===== config.mk =====
export PLATFORM = sky130hd
export DESIGN_NAME = fetch_stage_flat
export DESIGN_NICKNAME = d
export VERILOG_FILES = /design/src/rtl/mips_pkg.sv /design/src/rtl/fetch_stage_if.sv /design/src/rtl/fetch_stage_pc_reg.sv /design/src/rtl/fetch_stage.sv /design/src/flat_wrapper.sv
export SDC_FILE = /design/constraint.sdc
export NUM_CORES = 1
export LEC_CHECK = 0
export BUFFER_PORTS_ARGS = -buffer_cell sky130_fd_sc_hd__buf_4
export CAP_MARGIN = 20
export CORE_MARGIN = 4
export CORE_UTILIZATION = 30
export DETAILED_ROUTE_END_ITERATION = 10
export MAX_ROUTING_LAYER = met4
export RECOVER_POWER = 25
export SYNTH_ARGS = -nofsm -noshare
export SYNTH_HDL_FRONTEND = slang
export SYNTH_SLANG_ARGS = --single-unit

===== constraint.sdc =====
create_clock -name clk -period 4.73 [get_ports clk]
set_clock_uncertainty 0.2 [all_clocks]
set_input_delay 1.419 -clock clk [delete_from_list [all_inputs] [get_ports clk]]
set_output_delay 1.419 -clock clk [all_outputs]
set_load 0.01 [all_outputs]

===== src/rtl/mips_pkg.sv =====
// Shared constants and helpers for the pipelined MIPS core.
// Fetch and decode both import this package.
package mips_pkg;

    localparam logic [31:0] NOP_INSTR        = 32'h0000_0000;
    localparam logic [31:0] PC_STEP          = 32'd4;
    localparam logic [31:0] DEFAULT_RESET_PC = 32'h0000_0000;

    localparam logic [5:0]  OP_J   = 6'b000010;
    localparam logic [5:0]  OP_BEQ = 6'b000100;

    // A j keeps the top nibble of the PC+4 of the jump itself
    function automatic logic [31:0] jump_target(input logic [31:0] pc_plus4,
                                                input logic [25:0] index);
        return {pc_plus4[31:28], index, 2'b00};
    endfunction

endpackage


===== src/rtl/fetch_stage_if.sv =====
// Bundle of the fetch stage's memory, redirect/stall and IF/ID signals.
// master = fetch stage side, slave = memory/decode/hazard side.
interface fetch_stage_if;

    logic [31:0] imem_addr;
    logic [31:0] imem_rdata;
    logic        stall;
    logic        branch_taken;
    logic [31:0] branch_target;
    logic        jump;
    logic [25:0] jump_index;
    logic [31:0] if_id_instr;
    logic [31:0] if_id_pc_plus4;
    logic        if_id_valid;
    logic        fetch_misalign;

    modport master (
        output imem_addr,
        input  imem_rdata,
        input  stall,
        input  branch_taken,
        input  branch_target,
        input  jump,
        input  jump_index,
        output if_id_instr,
        output if_id_pc_plus4,
        output if_id_valid,
        output fetch_misalign
    );

    modport slave (
        input  imem_addr,
        output imem_rdata,
        output stall,
        output branch_taken,
        output branch_target,
        output jump,
        output jump_index,
        input  if_id_instr,
        input  if_id_pc_plus4,
        input  if_id_valid,
        input  fetch_misalign
    );

endinterface


===== src/rtl/fetch_stage_pc_reg.sv =====
// Program counter register: synchronous reset, load enable and a
// redirect/sequential next-value mux.
module pc_reg
    import mips_pkg::*;
#(
    parameter logic [31:0] RESET_PC = DEFAULT_RESET_PC
) (
    input  logic        clk,
    input  logic        reset,
    input  logic        load_en,
    input  logic        redirect,
    input  logic [31:0] redirect_pc,
    output logic [31:0] pc,
    output logic [31:0] pc_plus4
);

    logic [31:0] pc_d;
    logic [31:0] pc_q;

    // Sequential step wraps naturally mod 2^32
    always_comb begin
        pc_plus4 = pc_q + PC_STEP;
        pc_d     = pc_q;
        if (load_en) begin
            pc_d = redirect ? redirect_pc : pc_plus4;
        end
    end

    always_ff @(posedge clk) begin
        if (reset) begin
            pc_q <= RESET_PC;
        end else begin
            pc_q <= pc_d;
        end
    end

    assign pc = pc_q;

endmodule


===== src/rtl/fetch_stage.sv =====
// Instruction-fetch stage: PC, instruction-memory address and IF/ID register.
// Optional build macro FETCH_ALIGN_CHECK_EN enables misaligned-redirect handling.
module fetch_stage
    import mips_pkg::*;
#(
    parameter logic [31:0] RESET_PC = DEFAULT_RESET_PC
) (
    input  logic          clk,
    input  logic          reset,
    fetch_stage_if.master bus
);

    logic        redirect;
    logic [31:0] raw_target;
    logic [31:0] redirect_pc;
    logic [31:0] pc;
    logic [31:0] pc_plus4;

    logic [31:0] instr_d;
    logic [31:0] instr_q;
    logic [31:0] pc_plus4_d;
    logic [31:0] pc_plus4_q;
    logic        valid_d;
    logic        valid_q;

    // branch_taken has priority over jump when both fire
    assign redirect   = bus.branch_taken | bus.jump;
    assign raw_target = bus.branch_taken ? bus.branch_target
                                         : jump_target(pc_plus4_q, bus.jump_index);

`ifdef FETCH_ALIGN_CHECK_EN
    logic misalign_d;
    logic misalign_q;

    assign redirect_pc = raw_target & ~32'h3;

    always_comb begin
        misalign_d = misalign_q;
        if (redirect && (raw_target[1:0] != 2'b00)) begin
            misalign_d = 1'b1;
        end
    end

    always_ff @(posedge clk) begin
        if (reset) begin
            misalign_q <= 1'b0;
        end else begin
            misalign_q <= misalign_d;
        end
    end

    assign bus.fetch_misalign = misalign_q;
`else
    assign redirect_pc        = raw_target;
    assign bus.fetch_misalign = 1'b0;
`endif

    // Redirect loads the PC even during a stall
    pc_reg #(
        .RESET_PC (RESET_PC)
    ) u_pc_reg (
        .clk         (clk),
        .reset       (reset),
        .load_en     (redirect | ~bus.stall),
        .redirect    (redirect),
        .redirect_pc (redirect_pc),
        .pc          (pc),
        .pc_plus4    (pc_plus4)
    );

    // Flush beats stall so the wrong-path slot becomes a bubble
    always_comb begin
        instr_d    = instr_q;
        pc_plus4_d = pc_plus4_q;
        valid_d    = valid_q;
        if (redirect) begin
            instr_d    = NOP_INSTR;
            pc_plus4_d = 32'h0000_0000;
            valid_d    = 1'b0;
        end else if (!bus.stall) begin
            instr_d    = bus.imem_rdata;
            pc_plus4_d = pc_plus4;
            valid_d    = 1'b1;
        end
    end

    always_ff @(posedge clk) begin
        if (reset) begin
            instr_q    <= NOP_INSTR;
            pc_plus4_q <= 32'h0000_0000;
            valid_q    <= 1'b0;
        end else begin
            instr_q    <= instr_d;
            pc_plus4_q <= pc_plus4_d;
            valid_q    <= valid_d;
        end
    end

    assign bus.imem_addr      = pc;
    assign bus.if_id_instr    = instr_q;
    assign bus.if_id_pc_plus4 = pc_plus4_q;
    assign bus.if_id_valid    = valid_q;

endmodule

===== src/flat_wrapper.sv =====
// flat-port wrapper written by rule: the top's interface ports become plain ports
module fetch_stage_flat import mips_pkg::*;
#(
    parameter logic [31:0] RESET_PC = DEFAULT_RESET_PC
)
  (clk, reset, bus_imem_addr, bus_imem_rdata, bus_stall, bus_branch_taken, bus_branch_target, bus_jump, bus_jump_index, bus_if_id_instr, bus_if_id_pc_plus4, bus_if_id_valid, bus_fetch_misalign);
  fetch_stage_if bus_i ();
  input  logic clk;
  input  logic reset;
  output wire logic [$bits(bus_i.imem_addr)-1:0] bus_imem_addr;
  input wire logic [$bits(bus_i.imem_rdata)-1:0] bus_imem_rdata;
  input wire logic [$bits(bus_i.stall)-1:0] bus_stall;
  input wire logic [$bits(bus_i.branch_taken)-1:0] bus_branch_taken;
  input wire logic [$bits(bus_i.branch_target)-1:0] bus_branch_target;
  input wire logic [$bits(bus_i.jump)-1:0] bus_jump;
  input wire logic [$bits(bus_i.jump_index)-1:0] bus_jump_index;
  output wire logic [$bits(bus_i.if_id_instr)-1:0] bus_if_id_instr;
  output wire logic [$bits(bus_i.if_id_pc_plus4)-1:0] bus_if_id_pc_plus4;
  output wire logic [$bits(bus_i.if_id_valid)-1:0] bus_if_id_valid;
  output wire logic [$bits(bus_i.fetch_misalign)-1:0] bus_fetch_misalign;
  assign bus_imem_addr = bus_i.imem_addr;
  assign bus_i.imem_rdata = bus_imem_rdata;
  assign bus_i.stall = bus_stall;
  assign bus_i.branch_taken = bus_branch_taken;
  assign bus_i.branch_target = bus_branch_target;
  assign bus_i.jump = bus_jump;
  assign bus_i.jump_index = bus_jump_index;
  assign bus_if_id_instr = bus_i.if_id_instr;
  assign bus_if_id_pc_plus4 = bus_i.if_id_pc_plus4;
  assign bus_if_id_valid = bus_i.if_id_valid;
  assign bus_fetch_misalign = bus_i.fetch_misalign;
  fetch_stage #(.RESET_PC(RESET_PC)) u_core (.clk(clk), .reset(reset), .bus(bus_i));
endmodule

# Word-level counts from Yosys, hierarchy flattened
# Cells that the tools add are included.
[op_classes]
n_addsub = 1
reduce_logical = 1
div = 0
n_mul = 0
order_cmp = 0
shifts = 0
n_bitwise = 3
mux = 2
n_eq_ne = 0
[ops]
columns = ["cell", "count"]
rows = [
  ["32-bit 2-to-1 mux", 2],
  ["32-bit by 3-bit adder with 32-bit output (second input constant)", 1],
  ["1-bit OR", 2],
  ["2-bit OR reduction", 1],
  ["1-bit NOT", 1],
]
[word_totals]
input_bits = 95
elab_cells = 11
output_inout_bits = 98
rom_bits = 0
mem_bits_rw = 0
latchBits = 0
memories = 0
regBits = 97

# Depth between registers and ports, before layout
# Gate-level depths: netlist of the first run.
[logic_depth]
ltp_word = 2
mapped_depth = 7
ltp_nobuf = 6

# Hierarchy
# From an unflattened synthesis of the first run, not the netlist that was laid out.
[hier_totals]
cells_unflattened = 601
area_unflattened_um2 = 5302.6
[modules_own_cells]
columns = ["module", "seq_area_each_um2", "area_each_um2", "cells_per_inst", "instances"]
rows = [
  ["fetch_stage", 1301.2, 2713.9, 252, 1],
  ["pc_reg", 640.6, 2588.7, 349, 1],
]

# Worst setup path before layout of the first run
# OpenSTA, ideal clock, no wires.
[synth_timing]
kind = "input -> register"
startpoint = "input bus_stall"
endpoint = "register u_core.instr_q[6], in the netlist u_core.bus.if_id_instr[6]"
setup_slack_ps = 1698
required_ps = 4402
path_stages = 5
t_arrival_ps = 2704
setup_time_ps = 128
n_path_buf = 3
path_cell_list = "clkbuf_1 > clkbuf_1 > clkbuf_1 > mux2i_1 > nor2_1"
[synth_rtl]
columns = ["item", "line", "text"]
rows = [
  ["from (decl)", "flat_wrapper.sv:12", "input wire logic [$bits(bus_i.stall)-1:0] bus_stall;"],
  ["to (signal assigned)", "fetch_stage.sv:93", "instr_q <= instr_d;"],
  ["to (decl)", "fetch_stage.sv:20", "logic [31:0] instr_q;"],
]

# Worst setup path after layout of the first run
[layout_timing]
startpoint = "input bus_jump"
endpoint = "register u_core.pc_plus4_q[9], in the netlist u_core.bus.if_id_pc_plus4[9]"
[layout_between]
elab_chain_cells = 2
[layout_rtl]
columns = ["item", "line", "text"]
rows = [
  ["from (decl)", "flat_wrapper.sv:15", "input wire logic [$bits(bus_i.jump)-1:0] bus_jump;"],
  ["1-bit OR", "fetch_stage.sv:27", "assign redirect = bus.branch_taken | bus.jump;"],
  ["2-bit OR reduction (no source line)", "--", ""],
  ["to (signal assigned)", "fetch_stage.sv:94", "pc_plus4_q <= pc_plus4_d;"],
  ["to (decl)", "fetch_stage.sv:22", "logic [31:0] pc_plus4_q;"],
]
# Every way passes these cells.
# A chain may end at the register's enable or synchronous reset.

==> flow_summary.json, run 1 <==
{
  "status": "finished, final reports clean",
  "initial_utilization_pct": 30.8,
  "detailedRoute.firstPassIterationCount": 5,
  "detailed_place_hpwl_um": 11200,
  "cts-htree-levels": 3,
  "fmax_ghz": 0.301,
  "timing.slew.headroom_pct": 38.8,
  "insertion_delay_ps": 340,
  "min_period_over_period_pct": 70.2,
  "totalNegativeSetupSlack_ps": 0,
  "antennaDiodeCount": 0,
  "ctsLongestPathBuffers": 2,
  "total_power_mw": 1.92,
  "crit_cells": 5,
  "dp.cells": 872,
  "syn-num-nets": 633,
  "critical_path_buf_inv_count": 1,
  "synthesis.instances": 537,
  "sequential_cell_area_fraction_in_the_yosys_report_pct": 43.2,
  "worst_ep_arrival_time_ps": 3390,
  "layout-drive-gt1-share_pct": 24.9,
  "die_width_um": 130,
  "power.ir.vdd_worst_mv": 0.143,
  "mappedNetlistArea_mm2": 0.00449,
  "number_of_input_and_output_port_buffers_inserted": 191,
  "core_area_mm2": 0.0146,
  "globalRoute.totalOverflow": 0,
  "drc": 0,
  "gp_congestion": 0.824,
  "cts_root_buf": "sky130_fd_sc_hd__clkbuf_16",
  "cellLeakagePower_nw": 2.49,
  "critPathCapture": "u_core.bus.if_id_pc_plus4[9]",
  "synth-main-ff-cell": "sky130_fd_sc_hd__dfxtp_1",
  "criticalPathCategory": "in -> reg",
  "design.die.area_mm2": 0.0170,
  "worstPathCellList": "buf_4 > or3_2 > nor2_1 > nand2_1 > o21ai_0",
  "number_of_warnings_printed_during_yosys_synthesis": 0,
  "timing.critical_path.slowest_stage_cell": "sky130_fd_sc_hd__nor2_1",
  "worstSetupEndpointType": "flop",
  "final_critical_path_setup_slack_ps": 1410,
  "cts_resized": 0,
  "setup_repair_after_global_routing_missed_its_margin": "false",
  "first_iter_violations": 222,
  "syn_to_final_growth_pct": 36.9,
  "async_flop_share_pct": 0,
  "number_of_cts_inserted_buffers": 9,
  "cts_num_sinks": 97,
  "vias_in_the_first_global_route": 4408,
  "final.min_clock_period_ps": 3320,
  "yosys.cell_types.count": 39,
  "grt_first_pass_wirelength_um": 23000,
  "synth_edf_count": 0,
  "finalHoldViolCount": 0,
  "r2r.worst_path.cells": 5,
  "grt_start_max_net_pins": 64,
  "worst_setup_sp": "bus_jump",
  "startpoint_types": "input port",
  "worst_r2r_startpoint": "u_core.u_pc_reg.pc[7]",
  "ctsHoldBuffers": 0,
  "detailroute.via_count": 4445,
  "worst_ep_required_time_ps": 4800,
  "drtAntennaViolNets": 0,
  "hold_class": "reg -> reg",
  "cts.reportedPaths.clkPinSlew_ps": 70,
  "maxCapViolCount": 0,
  "critical-path-max-stage-delay_ps": 740,
  "detailedPlace.worstSlack_ps": 1020,
  "tritoncts": "done",
  "synth-seq-cells": 97,
  "floorplan.die.height_um": 130,
  "tightest_slew_ps": 915,
  "worstPathMaxFanout": 63,
  "post_drt_via_cell_ratio": 5.01,
  "antenna_violations_before_repair": 0,
  "drt_wl_total_um": 14900,
  "layout.nets": 795,
  "finalSetupViolCount": 0,
  "boundaryPins": 193,
  "rrSetupSlack_ps": 2290,
  "slew_violations": 0,
  "rr_endpoint": "u_core.bus.if_id_pc_plus4[27]",
  "finish.utilization_pct": 42.2,
  "critical_path_s_top_delay_family": "simple AND/OR/NAND/NOR gates",
  "cts_setup_buffers": 0,
  "power_per_cell_area_mw_per_mm2": 312,
  "grt.total_usage_pct": 17.8,
  "instances_no_fill": 888,
  "post_synth.cell_area_avg_um2": 8.36,
  "num_rows": 44,
  "wl_per_cell_um": 16.8
}
## final cells by class
type                       instances  area [µm²]
clock buffer                      12         267
clock inverter                     4        48.8
fill                            1499        8440
inverter                          11        41.3
multi-input combinational        384        2320
sequential                        97        1940
tap                              184         230
timing repair buffer             196        1300
## cell families after synthesis
group / Yosys count / share of synthesized area (%)
AND/OR/NAND/NOR: 192 / 21.5
AO/OA/AOI/OAI: 125 / 16.1
flip-flops: 97 / 43.2
buffers and inverters: 56 / 5.10
multiplexers: 36 / 8.02
XOR/XNOR: 29 / 5.65
adder cells (fa/ha/maj): 1 / 0.279
other: 1 / 0.0835
## synth_stat cells, drive strengths merged, types with 3 or more instances
| cell | number | area share (%) |
|---|---|---|
| a211oi | 14 | 2.5 |
| inv | 10 | 0.84 |
| buf | 13 | 1.5 |
| mux2i | 36 | 8.0 |
| o22ai | 17 | 2.4 |
| clkbuf | 32 | 2.7 |
| nand3 | 8 | 1.0 |
| o2bb2ai | 6 | 1.2 |
| nor4 | 3 | 0.89 |
| nor3 | 9 | 1.0 |
| o21ai | 8 | 0.89 |
| xnor2 | 16 | 3.1 |
| nor2 | 66 | 5.5 |
| nand3b | 27 | 4.5 |
| dfxtp | 97 | 43 |
| xor2 | 13 | 2.5 |
| nand2 | 54 | 4.5 |
| o21a | 6 | 1.0 |
| and4 | 5 | 1.0 |
| nand4 | 7 | 1.1 |
| or3 | 4 | 0.56 |
| a21oi | 74 | 8.2 |
## cell usage in the layout, fill, tap and decap left out, types with 3 or more instances in the layout
| cell | instances |
|---|---|
| sky130_fd_sc_hd__a211oi_1 | 13 |
| sky130_fd_sc_hd__a21oi_1 | 74 |
| sky130_fd_sc_hd__and4_1 | 4 |
| sky130_fd_sc_hd__buf_4 | 149 |
| sky130_fd_sc_hd__clkbuf_1 | 46 |
| sky130_fd_sc_hd__clkbuf_16 | 9 |
| sky130_fd_sc_hd__clkbuf_8 | 3 |
| sky130_fd_sc_hd__dfxtp_1 | 97 |
| sky130_fd_sc_hd__inv_1 | 10 |
| sky130_fd_sc_hd__mux2i_1 | 36 |
| sky130_fd_sc_hd__nand2_1 | 54 |
| sky130_fd_sc_hd__nand3_1 | 7 |
| sky130_fd_sc_hd__nand3b_1 | 27 |
| sky130_fd_sc_hd__nand4_1 | 6 |
| sky130_fd_sc_hd__nor2_1 | 66 |
| sky130_fd_sc_hd__nor3_1 | 9 |
| sky130_fd_sc_hd__o21a_1 | 6 |
| sky130_fd_sc_hd__o21ai_0 | 8 |
| sky130_fd_sc_hd__o22ai_1 | 17 |
| sky130_fd_sc_hd__o2bb2ai_1 | 6 |
| sky130_fd_sc_hd__or3_1 | 3 |
| sky130_fd_sc_hd__xnor2_1 | 16 |
| sky130_fd_sc_hd__xor2_1 | 13 |
## power by group
| group | leakage, nW | internal [mW] | total, mW | switching [mW] |
|---|---|---|---|---|
| combinational | 1.54 | 0.132 | 0.263 | 0.131 |
| clock | 0.159 | 0.454 | 0.769 | 0.316 |
| sequential | 0.791 | 0.845 | 0.884 | 0.0392 |
| total | 2.49 | 1.43 | 1.92 | 0.486 |
## per-layer routing
layer	vias up	global-route usage (%)	share of wire [%]
li1	2197	-	-
met1	2075	21.9	43
met2	159	28.0	47
met3	14	5.57	9.0
met4	0	5.69	1.5
met5	-	-	0
## worst min-delay path, cell delays in order, from the launching register on
cell and delay [ps]:
sky130_fd_sc_hd__dfxtp_1 310, sky130_fd_sc_hd__inv_1 50, sky130_fd_sc_hd__a21oi_1 50
## per-stage QoR
step	cell area (µm²)	hold slack, ps
2_1_floorplan	4490	274
3_3_place_gp	6010	242
3_5_place_dp	6010	253
4_1_cts	6320	263
5_1_grt	6150	288
6_report	6150	256
## worst min path at each step
stage	start	endpoint	slack, ps	cells past startpoint
finish	u_core.bus.if_id_valid	u_core.bus.if_id_valid	260	2
global route	u_core.bus.if_id_valid	u_core.bus.if_id_valid	290	2
CTS	u_core.bus.if_id_valid	u_core.bus.if_id_valid	260	2
detailed placement	u_core.bus.if_id_valid	u_core.bus.if_id_valid	250	2
global placement	u_core.bus.if_id_valid	u_core.bus.if_id_valid	240	2
floorplan	u_core.bus.if_id_valid	u_core.bus.if_id_valid	270	2
Note: power is estimated with default switching activity, not from simulation.
==> run 2: changes to the inputs <==
Clock period 4.73 ns to 3.44 ns, I/O delays scaled along.
==> run 2 against run 1 <==
Against the previous run: final cell count is 0.79% higher; combinational power is 41% higher; routed wire length is 0.72% higher; clock power is 37% higher; worst setup slack worse by 590 ps; via count is 0.36% lower; largest cell class unchanged.
==> flow_summary.json, run 2 (same netlist as run 1, synthesis figures left out) <==
{
  "status": "finished, final reports clean",
  "vias_in_the_first_global_route": 4422,
  "antennaDiodeCount": 0,
  "finalInstanceArea_mm2": 0.00622,
  "post_drt_via_cell_ratio": 4.95,
  "first_iter_violations": 290,
  "cts-htree-levels": 3,
  "drt_wl_total_um": 15000,
  "fmax_ghz": 0.382,
  "hold_class": "reg -> reg",
  "timing.slew.headroom_pct": 19.2,
  "cts_resized": 0,
  "worstPathMaxFanout": 17,
  "worstSetupEndpointType": "flop",
  "initial_utilization_pct": 30.8,
  "cellLeakagePower_nw": 2.53,
  "ctsLongestPathBuffers": 2,
  "boundaryPins": 193,
  "layout-drive-gt1-share_pct": 25.7,
  "number_of_cts_inserted_buffers": 9,
  "critical-path-max-stage-delay_ps": 630,
  "power_per_cell_area_mw_per_mm2": 423,
  "floorplan.die.height_um": 130,
  "syn_to_final_growth_pct": 38.4,
  "core_area_mm2": 0.0146,
  "finish.utilization_pct": 42.6,
  "layout.nets": 802,
  "num_rows": 44,
  "worstPathCellList": "buf_4 > or3_2 > nand2b_1 > o22ai_1",
  "layout_commonest_cell": "sky130_fd_sc_hd__buf_4",
  "grt.total_usage_pct": 18.0,
  "finalSetupViolCount": 0,
  "detailroute.via_count": 4429,
  "tritoncts": "done",
  "min_period_over_period_pct": 76.1,
  "design.die.area_mm2": 0.0170,
  "maxCapViolCount": 0,
  "register_area_mm2": 0.00194,
  "wl_per_cell_um": 16.7,
  "power.ir.vdd_worst_mv": 0.208,
  "cts_root_buf": "sky130_fd_sc_hd__clkbuf_16",
  "ctsHoldBuffers": 0,
  "timing.critical_path.slowest_stage_cell": "sky130_fd_sc_hd__or3_2",
  "nFillCells": 1492,
  "totalNegativeSetupSlack_ps": 0,
  "detailedPlace.worstSlack_ps": 465,
  "worst_ep_required_time_ps": 3500,
  "cts_setup_buffers": 0,
  "slew_violations": 0,
  "dpl_cell_area_mm2": 0.00607,
  "globalRoute.totalOverflow": 0,
  "layout.cells.most_common_list": "sky130_fd_sc_hd__buf_4 (158), sky130_fd_sc_hd__dfxtp_1 (97), sky130_fd_sc_hd__a21oi_1 (74)",
  "startpoint_types": "input port",
  "detailed_place_hpwl_um": 11400,
  "tightest_slew_ps": 1210,
  "detailedRoute.firstPassIterationCount": 5,
  "gp_congestion": 0.855,
  "worst_ep_arrival_time_ps": 2680,
  "insertion_delay_ps": 350,
  "criticalPathCategory": "in -> reg",
  "cts.reportedPaths.clkPinSlew_ps": 60,
  "antenna_violations_before_repair": 0,
  "number_of_input_and_output_port_buffers_inserted": 191,
  "final_critical_path_setup_slack_ps": 823,
  "finalHoldViolCount": 0,
  "cts_num_sinks": 97,
  "final.min_clock_period_ps": 2620,
  "setup_repair_after_global_routing_missed_its_margin": "false",
  "die_width_um": 130,
  "grt_start_max_net_pins": 64,
  "drtAntennaViolNets": 0,
  "multi_input_comb_area_mm2": 0.00232,
  "grt_first_pass_wirelength_um": 23400,
  "drc": 0
}
run 2: final cells by class:
type | count | share of cell area (%)
multi-input cells | 384 | 37.4
flip-flops and latches | 97 | 31.2
repair buffers | 203 | 22.1
clock buffers | 14 | 4.41
well taps | 184 | 3.70
inverters | 11 | 0.664
clock inverters | 2 | 0.563
run 2: path summary, 6_finish.rpt:
check	startpoint	end	slack (ps)	depth (start not counted)
hold / removal	u_core.bus.if_id_valid	u_core.bus.if_id_valid	270	2
setup reg to reg	u_core.u_pc_reg.pc[4]	u_core.u_pc_reg.pc[27]	1000	5
hold reg to reg	u_core.bus.if_id_valid	u_core.bus.if_id_valid	270	2
setup / recovery	bus_jump	u_core.u_pc_reg.pc[5]	820	4
run 2: worst max-delay path, delay by kind of cell:
family	cells	cell delay, ps
AOI/OAI and AO/OA	1	330
and+or+nand+nor	2	1190
buffers and inverters	1	120
run 2: layer usage:
metal	part of all wire [%]	GRT usage, %	vias to the layer above
li1	-	-	2203
met1	42	21.7	2036
met2	47	28.5	176
met3	9.5	6.47	14
met4	1.1	5.32	0
met5	0	-	-
run 2: per-stage QoR:
| stage | total power, mW | instances | hold WS [ps] |
|---|---|---|---|
| floorplan | 1.41 | 537 | 274 |
| global route | 2.74 | 895 | 300 |
| detailed placement | 1.62 | 879 | 255 |
| CTS | 2.67 | 895 | 265 |
| finish | 2.63 | 895 | 266 |
| global placement | 1.61 | 879 | 259 |
run 2: power by group:
| group | internal, mW | switching [mW] | total, mW |
|---|---|---|---|
| registers | 1.16 | 0.0511 | 1.21 |
| clock network | 0.623 | 0.422 | 1.05 |
| logic | 0.187 | 0.183 | 0.370 |
==> run 3: changes to the inputs <==
Clock period 3.44 ns to 2.5 ns, I/O delays scaled along.
==> run 3 against run 2 <==
Against the previous run: routed wire length is 5.3% higher; register-to-register slack worse by 790 ps; final cell count is 2.1% higher; design area is 4.2% higher; total power is 42% higher; first-iteration DRC count is 6.2% lower; hold slack worse by 2.4 ps; via count is 3.3% higher; critical endpoint is now u_core.bus.if_id_pc_plus4[27]; highest routed layer unchanged; utilization is 1.8 points higher; sequential power is 36% higher; clock power is 43% higher.
==> flow_summary.json, run 3 (same netlist as run 1, synthesis figures left out) <==
{
  "antenna_violations_before_repair": 0,
  "post_drt_via_cell_ratio": 5.00,
  "rr_endpoint": "u_core.bus.if_id_pc_plus4[27]",
  "setup_repair_after_global_routing_missed_its_margin": "false",
  "cts.reportedPaths.clkPinSlew_ps": 70,
  "gp_congestion": 0.843,
  "finalInstanceArea_mm2": 0.00648,
  "rrSetupSlack_ps": 210,
  "r2r.worst_path.cells": 5,
  "layout_commonest_cell": "sky130_fd_sc_hd__buf_4",
  "status": "finished, final reports clean",
  "timing.slew.headroom_pct": 18.6,
  "power.switching_mw": 0.942,
  "finalHoldViolCount": 0,
  "worstSetupEndpointType": "flop",
  "hold_class": "reg -> reg",
  "slew_violations": 0,
  "power_per_cell_area_mw_per_mm2": 575,
  "core_area_mm2": 0.0146,
  "min_period_over_period_pct": 91.7,
  "boundaryPins": 193,
  "ctsHoldBuffers": 0,
  "worst_setup_sp": "u_core.u_pc_reg.pc[4]",
  "timing.critical_path.slowest_stage_cell": "sky130_fd_sc_hd__or4_1",
  "cts-htree-levels": 3,
  "tightest_slew_ps": 1220,
  "design.die.area_mm2": 0.0170,
  "critPathCapture": "u_core.bus.if_id_pc_plus4[27]",
  "worst_ep_arrival_time_ps": 2290,
  "drtAntennaViolNets": 0,
  "insertion_delay_ps": 350,
  "detailed_place_hpwl_um": 11900,
  "worst_r2r_startpoint": "u_core.u_pc_reg.pc[4]",
  "power.internal_mw": 2.78,
  "grt.total_usage_pct": 19.0,
  "wl_per_cell_um": 17.3,
  "cellLeakagePower_nw": 2.73,
  "globalRoute.totalOverflow": 0,
  "cts_setup_buffers": 0,
  "drt_wl_total_um": 15800,
  "layout-drive-gt1-share_pct": 30.8,
  "critical-path-max-stage-delay_ps": 760,
  "final_critical_path_setup_slack_ps": 207,
  "tritoncts": "done",
  "first_iter_violations": 272,
  "worstPathCellList": "nand3_2 > or4_1 > nor4_4 > xnor2_1 > a211oi_2",
  "detailedRoute.firstPassIterationCount": 5,
  "finalSetupViolCount": 0,
  "startpoint_types": "flop",
  "vias_in_the_first_global_route": 4640,
  "detailedPlace.worstSlack_ps": 142,
  "power.ir.vdd_worst_mv": 0.282,
  "antennaDiodeCount": 0,
  "floorplan.die.height_um": 130,
  "sequential_share_of_power_pct": 44.2,
  "clock_power_share_pct": 40.3,
  "number_of_cts_inserted_buffers": 9,
  "die_width_um": 130,
  "number_of_input_and_output_port_buffers_inserted": 191,
  "layout.cells.most_common_list": "sky130_fd_sc_hd__buf_4 (196), sky130_fd_sc_hd__dfxtp_1 (97), sky130_fd_sc_hd__a21oi_1 (74)",
  "cts_resized": 0,
  "crit_cells": 5,
  "criticalPathCategory": "reg -> reg",
  "num_rows": 44,
  "maxCapViolCount": 0,
  "critical_path_s_top_delay_family": "simple AND/OR/NAND/NOR gates",
  "fmax_ghz": 0.436,
  "dpl_cell_area_mm2": 0.00625,
  "detailroute.via_count": 4574,
  "grt_start_max_net_pins": 74,
  "critical_path_buf_inv_count": 0,
  "drc": 0,
  "syn_to_final_growth_pct": 44.2,
  "comb_power_share_pct": 15.5,
  "layout.nets": 822,
  "grt_first_pass_wirelength_um": 24500,
  "ctsLongestPathBuffers": 2,
  "cts_root_buf": "sky130_fd_sc_hd__clkbuf_16",
  "worst_ep_required_time_ps": 2490,
  "switching_share_pct": 25.3,
  "initial_utilization_pct": 30.8,
  "totalNegativeSetupSlack_ps": 0,
  "cts_num_sinks": 97,
  "worstPathMaxFanout": 7,
  "final.min_clock_period_ps": 2290,
  "total_power_mw": 3.73
}
-- run 3: cell types whose count changed in the layout (fill, tap and decap cells not counted), sizes merged --
cell / previous run / this run
buf: 159 / 199
bufinv: 1 / 2
clkbuf: 58 / 34
clkinvlp: 0 / 2
-- run 3: layout make-up --
class                           instances  area [µm²]
Fill cell                            1463        8110
Multi-Input combinational cell        384        2320
Sequential cell                        97        1940
Timing Repair Buffer                  223        1620
Clock buffer                           10         239
Tap cell                              184         230
Clock inverter                          5        80.1
Inverter                               11        41.3
-- run 3: stage by stage --
step	utilization (%)	hold slack (ps)	std cells
2_1_floorplan	-	274	537
3_3_place_gp	42.8	239	899
3_5_place_dp	42.8	260	899
4_1_cts	45.0	268	914
5_1_grt	44.4	282	914
6_report	44.4	263	914
-- run 3: worst min-delay path by stage --
stage,from,end,slack [ps],depth (start not counted)
global placement,u_core.bus.if_id_valid,u_core.bus.if_id_valid,240,2
finish,u_core.bus.if_id_valid,u_core.bus.if_id_valid,260,2
floorplan,u_core.bus.if_id_valid,u_core.bus.if_id_valid,270,2
CTS,u_core.bus.if_id_pc_plus4[12],u_core.bus.if_id_pc_plus4[12],270,2
global route,u_core.bus.if_id_pc_plus4[8],u_core.bus.if_id_pc_plus4[8],280,2
detailed placement,u_core.bus.if_id_pc_plus4[12],u_core.bus.if_id_pc_plus4[12],260,2
-- run 3: tightest hold or removal path: cells and delay by family (launching register included) --
kind / cells / cell delay (ps)
DFF: 1 / 310
buffers and inverters: 1 / 50
AOI/OAI and AO/OA: 1 / 60
-- run 3: power by group through the flow --
| stage | logic, mW | clock network [mW] | registers (mW) |
|---|---|---|---|
| 2_1_floorplan | 0.236 | 0 | 1.71 |
| 3_3_place_gp | 0.580 | 0 | 1.68 |
| 3_5_place_dp | 0.589 | 0 | 1.68 |
| 4_1_cts | 0.592 | 1.53 | 1.65 |
| 5_1_grt | 0.633 | 1.60 | 1.65 |
| 6_report | 0.578 | 1.50 | 1.65 |
-- run 3: routing by layer --
layer  GRT usage (%)  share of wire (%)  up-vias  wire length [µm]
li1                -                  -     2238                 -
met1            22.7                 41     2148              6510
met2            30.9                 48      171              7550
met3            5.69                9.3       17              1460
met4            5.93                1.7        0               265
met5               -                  0        -                 0
